[config.mk]
export PLATFORM = sky130hd
export DESIGN_NAME = forward_scoreboard
export DESIGN_NICKNAME = d
export VERILOG_FILES = /design/src/rtl/forward_scoreboard.sv
export SDC_FILE = /design/constraint.sdc
export NUM_CORES = 1
export LEC_CHECK = 0
export ABC_AREA = 1
export BUFFER_PORTS_ARGS = -buffer_cell sky130_fd_sc_hd__buf_2
export CAP_MARGIN = 30
export CORE_MARGIN = 2
export CORE_UTILIZATION = 55
export CTS_CLUSTER_DIAMETER = 60
export DETAILED_ROUTE_END_ITERATION = 10
export PLACE_DENSITY = 0.87
export SYNTH_ARGS = -nofsm -noshare
export SYNTH_HDL_FRONTEND = slang
export SYNTH_SLANG_ARGS = --single-unit
[constraint.sdc]
create_clock -name clock -period 4.2 [get_ports clock]
set_input_delay 0 -clock clock [delete_from_list [all_inputs] [get_ports clock]]
set_output_delay 0 -clock clock [all_outputs]
set_load 0.02 [all_outputs]
[src/rtl/forward_scoreboard.sv]
// -----------------------------------------------------------------------------
// forward_scoreboard
//
// Purpose:
//   Operand bypass selection for the execute stage, plus a load scoreboard
//   that holds decode while a source register waits on an outstanding load.
//
//   Forwarding (combinational, per source port):
//     The youngest valid producing stage whose destination matches the
//     execute source register wins. A young load (WB_MEM in a stage whose
//     data is not ready yet) that matches blocks every older stage for that
//     port, so stale older data is never forwarded.
//
//   Scoreboard (registered):
//     busy[rd] is set when a load issues and cleared when that load reaches
//     LOAD_READY_STAGE. If a set and a clear hit the same register in one
//     cycle, the set wins. flush empties the scoreboard and overrides a set.
//     stall uses the clear of the current cycle as a bypass, so a consumer
//     is released in the same cycle its load becomes forwardable.
//
// Ports:
//   clock                    in   system clock
//   reset                    in   synchronous active-high reset
//   flush                    in   squash younger instructions, empty scoreboard
//   issueValid               in   instruction accepted into execute
//   issueDestinationRegister in   rd of the issuing instruction
//   issueWritebackType       in   WB type of the issuing instruction
//   decodeValid              in   decode stage holds a valid instruction
//   decodeRegister           in   NUM_READ x 5 decode source registers
//   executeRegister          in   NUM_READ x 5 execute source registers
//   stageValid               in   NUM_STAGES valid flags
//   stageDestinationRegister in   NUM_STAGES x 5 destination registers
//   stageWritebackType       in   NUM_STAGES WB types
//   stageData                in   NUM_STAGES x XLEN final result values
//   forwardEnable            out  NUM_READ bypass enables
//   forwardData              out  NUM_READ x XLEN bypass data (0 if disabled)
//   stall                    out  hold decode
//   stallCycles              out  saturating count of stalled cycles
// -----------------------------------------------------------------------------

package forward_scoreboard_pkg;

  typedef enum logic [1:0] {
    WB_NONE = 2'd0,
    WB_ALU  = 2'd1,
    WB_MEM  = 2'd2,
    WB_CSR  = 2'd3
  } writebackType_;

endpackage

module forward_scoreboard
  import forward_scoreboard_pkg::*;
#(
  parameter int XLEN             = 32,
  parameter int NUM_READ         = 2,
  parameter int NUM_STAGES       = 2,
  parameter int LOAD_READY_STAGE = 1
) (
  input  logic                           clock,
  input  logic                           reset,
  input  logic                           flush,
  input  logic                           issueValid,
  input  logic [4:0]                     issueDestinationRegister,
  input  writebackType_                  issueWritebackType,
  input  logic                           decodeValid,
  input  logic [NUM_READ*5-1:0]          decodeRegister,
  input  logic [NUM_READ*5-1:0]          executeRegister,
  input  logic [NUM_STAGES-1:0]          stageValid,
  input  logic [NUM_STAGES*5-1:0]        stageDestinationRegister,
  input  writebackType_ [NUM_STAGES-1:0] stageWritebackType,
  input  logic [NUM_STAGES*XLEN-1:0]     stageData,
  output logic [NUM_READ-1:0]            forwardEnable,
  output logic [NUM_READ*XLEN-1:0]       forwardData,
  output logic                           stall,
  output logic [31:0]                    stallCycles
);

  // ---------------------------------------------------------------------------
  // Scoreboard events
  // ---------------------------------------------------------------------------
  logic        set_en;
  logic        clr_en;
  logic [4:0]  clr_rd;

  logic [31:0] busy_q;
  logic [31:0] busy_d;
  logic [31:0] stall_cycles_q;
  logic [31:0] stall_cycles_d;

  assign set_en = issueValid && (issueWritebackType == WB_MEM) &&
                  (issueDestinationRegister != 5'd0);
  assign clr_en = stageValid[LOAD_READY_STAGE] &&
                  (stageWritebackType[LOAD_READY_STAGE] == WB_MEM);
  assign clr_rd = stageDestinationRegister[LOAD_READY_STAGE*5 +: 5];

  // Order of overrides: clear, then set (set wins), then flush (wins over all).
  always_comb begin
    busy_d = busy_q;
    if (clr_en) begin
      busy_d[clr_rd] = 1'b0;
    end
    if (set_en) begin
      busy_d[issueDestinationRegister] = 1'b1;
    end
    if (flush) begin
      busy_d = '0;
    end
    busy_d[0] = 1'b0;
  end

  // ---------------------------------------------------------------------------
  // Decode hazard detection
  // ---------------------------------------------------------------------------
  logic [NUM_READ-1:0] dec_hazard;

  for (genvar gi = 0; gi < NUM_READ; gi++) begin : g_dec
    logic [4:0] dec_rs;
    assign dec_rs = decodeRegister[gi*5 +: 5];
    // A load clearing this register right now is forwardable this cycle,
    // so it does not need to hold decode.
    assign dec_hazard[gi] = (dec_rs != 5'd0) && busy_q[dec_rs] &&
                            !(clr_en && (clr_rd == dec_rs));
  end

  assign stall = decodeValid && !flush && (|dec_hazard);

  always_comb begin
    stall_cycles_d = stall_cycles_q;
    if (stall && (stall_cycles_q != 32'hFFFF_FFFF)) begin
      stall_cycles_d = stall_cycles_q + 32'd1;
    end
  end

  always_ff @(posedge clock) begin
    if (reset) begin
      busy_q         <= '0;
      stall_cycles_q <= '0;
    end else begin
      busy_q         <= busy_d;
      stall_cycles_q <= stall_cycles_d;
    end
  end

  assign stallCycles = stall_cycles_q;

  // ---------------------------------------------------------------------------
  // Forwarding network
  // ---------------------------------------------------------------------------
  for (genvar gi = 0; gi < NUM_READ; gi++) begin : g_fwd
    logic [4:0]            exe_rs;
    logic [NUM_STAGES-1:0] hit;
    logic [NUM_STAGES-1:0] usable;
    logic                  fwd_en;
    logic [XLEN-1:0]       fwd_data;

    assign exe_rs = executeRegister[gi*5 +: 5];

    for (genvar gs = 0; gs < NUM_STAGES; gs++) begin : g_stage
      localparam bit YOUNG = (gs < LOAD_READY_STAGE);
      assign hit[gs] = stageValid[gs] &&
                       (stageWritebackType[gs] != WB_NONE) &&
                       (stageDestinationRegister[gs*5 +: 5] == exe_rs);
      // A load still ahead of its ready stage matches but carries no data.
      assign usable[gs] = !(YOUNG && (stageWritebackType[gs] == WB_MEM));
    end

    // Walk oldest to youngest so the youngest match is the last to write;
    // an unusable young match thereby also masks every older stage.
    always_comb begin
      fwd_en   = 1'b0;
      fwd_data = '0;
      for (int s = NUM_STAGES - 1; s >= 0; s--) begin
        if (hit[s]) begin
          fwd_en   = usable[s];
          fwd_data = usable[s] ? stageData[s*XLEN +: XLEN] : '0;
        end
      end
      if (exe_rs == 5'd0) begin
        fwd_en   = 1'b0;
        fwd_data = '0;
      end
    end

    assign forwardEnable[gi]            = fwd_en;
    assign forwardData[gi*XLEN +: XLEN] = fwd_data;
  end

endmodule

==> out/qor.yml <==
place_area_mm2: 0.00674
die_w_um: 106
h-tree-depth: 3
clock_sinks: 63
maxCapViolations: 0
dieArea_mm2: 0.0113
grt_use_total: 0.333
vias: 7565
clk_path_buf_depth: 2
ys_ff_latch: 63
yosysTopAreaCell: "dfxtp_1"
post-route-drc-count: 0
finalInstanceArea_mm2: 0.00699
syn_nets: 1128
clock_latency_ns: 0.35
synth_compound_area_frac: 0.153
slew_headroom: 0.301
postSynthAreaPerCell_um2: 5.65
worst_pin_slew_ns: 1.04
cp-start-kind: "primary input"
dp_hpwl_um: 14200
yosysUniqueCellTypes: 34
reg2reg_from: "busy_q[23]"
clock_tree.root_cell: "clkbuf_8"
final_cell_mix: "289 x nand2_1, 212 x buf_2, 120 x nand3_1"
synth_cells: 1015
grt_pass1_vias: 6521
ys_seq_area_frac: 0.220
setup_ws_ns: 1.67
numCtsBuffers: 9
endpoint_kind: "output port"
synth-simple-area-share: 0.447
final_hold_viol_count: 0
fin_skew_ns: 0.00995
fin_crit_sh: 0.602
cp.required_ns: 4.20
ir_worst_vdd_uv: 172
hold_ws_ns: 0.0206
rsz0062_at_grt: "no"
startpoint: "executeRegister[1]"
routedWlPerCell_um: 14.7
core_area_mm2: 0.0102
clk_pin_slew_ns: 0.08
synth-xor-area-share: 0.0687
die_h_um: 106
synth_adder_area_share: 0.00218
r2r_cells: 15
cp.arrival_ns: 2.53
max_freq_mhz: 396
powerDensity_mw_per_mm2: 218
critPathCapture: "forwardData[31]"
final_common_cell: "nand2_1"
dr.first_iter.drc_count: 883
p_leak_nw: 3.27
synthMuxAreaShare: 0
start_util: 0.560
path_class: "in -> out"
worstPathMaxFanout: 36
routabilityCongestion: 1.04
synth_edf_count: 0
area_growth_syn_to_layout_pct: 22.0
synth_top_area_frac: 0.220
yosysWarnings: 0
insertedDiodeCount: 0
antenna_found_initial: 0
status: "complete, no violations"
min_path_type: "in -> reg"
drive_above_1_share: 0.209
nets: 1299
synth_ff_type: "dfxtp_1"
rows: 37
syn_area_mm2: 0.00573
tritoncts: "built"
place_ws_ns: 1.71
grt_start_max_net_pins: 61
port_buffers: 210
finalMaxSlewViolations: 0
first_pass_iters: 6
wl_um: 19500
num_io_pins: 211
viasPerCell: 5.70
fin_crit_ns: 2.53
synth_area_leaders: "dfxtp_1 22%, nand2_1 19%, nand3_1 10%"
synthArstFlopShare: 0
ant_nets: 0
r2r_end: "stallCycles[29]"
grt-ovfl-total: 0
setup_viol: 0
finalSetupTns_ns: 0
fillers: 1003
synth_top_family_by_area: "simple AND/OR/NAND/NOR gates"
grt_pass1_wl_um: 31300
regToRegSetupSlack_ns: 1.71
power breakdown:
part	total, mW	switching (mW)	internal [mW]
logic	0.319	0.211	0.108
clock network	0.608	0.266	0.342
registers	0.601	0.00183	0.599
flip-flops by register name, summed over array words and instances, names as in the netlist:
signal	count
busy_q	31
stallCycles	32
layout make-up:
class	count	area, um2	area share
clock buffers	9	124	0.0177
clock inverters	7	105	0.0150
inverters	85	322	0.0460
multi-input cells	804	3860	0.552
flip-flops and latches	63	1260	0.180
well taps	136	170	0.0243
repair buffers	223	1150	0.165
how the worst min path moves through the flow:
| stage | slack (ns) | start | end | cells past startpoint |
|---|---|---|---|---|
| finish | 0.02 | issueDestinationRegister[3] | busy_q[3] | 4 |
| global route | 0.02 | issueDestinationRegister[3] | busy_q[3] | 4 |
| CTS | 0.006 | issueDestinationRegister[3] | busy_q[3] | 4 |
| detailed placement | 0.35 | issueDestinationRegister[1] | busy_q[1] | 4 |
| global placement | 0.37 | issueDestinationRegister[4] | busy_q[3] | 4 |
| floorplan | 0.16 | reset | stallCycles[1] | 3 |
timing repair:
| action | in CTS | in global routing |
|---|---|---|
| gates resized for setup | 0 | 0 |
| hold buffers | 3 | 0 |
| endpoints found under the hold margin | 3 | 0 |
| buffers inserted | 0 | 0 |
metal layers:
metal / track usage / routed length (um) / share of wire
met1: 0.453 / 8160 / 0.42
met4: 0.0968 / 484 / 0.025
met5: 0 / 0 / 0
met3: 0.0478 / 1840 / 0.095
met2: 0.548 / 8980 / 0.46
logic make-up (layout without fill, tap and decap cells):
logic type | after synthesis | after routing
adders and majority gates | 1 | 1
AOI/OAI and AO/OA | 171 | 171
xor gates and xnor gates | 45 | 45
and+or+nand+nor | 587 | 587
DFF | 63 | 63
buffers and inverters | 148 | 324
Yosys cell counts, types with 2 or more instances:
library cell and number:
nand3_1 120, inv_2 2, a211oi_1 3, clkbuf_1 34, dfxtp_1 63, nand4_1 39, nor4_1 9, buf_4 9
buf_1 6, buf_6 3, clkinv_1 2, o21ai_0 66, a21oi_1 96, nor3_1 27, nor2_2 2, o211ai_1 2
nand2_1 289, nor2_1 93, xor2_1 30, inv_1 80, or2_2 2, buf_2 11, xnor2_1 15, a31oi_1 2
metrics by stage:
step                 util  total power, mW  instances
global route        0.684             1.60       1327
detailed placement  0.658            0.924       1308
global placement    0.657            0.921       1306
floorplan               -            0.817       1015
CTS                 0.684             1.53       1327
finish              0.684             1.53       1327
worst max-delay path, stage by stage:
cell	delay [ns]
buf_2	0.12
inv_1	0.05
or2_2	0.26
nand4_1	0.07
nor3_1	0.05
nand2_1	0.06
buf_4	0.31
clkinv_1	0.89
a211oi_1	0.47
buf_2	0.21
No activity file was read; power rests on OpenSTA's default activity.
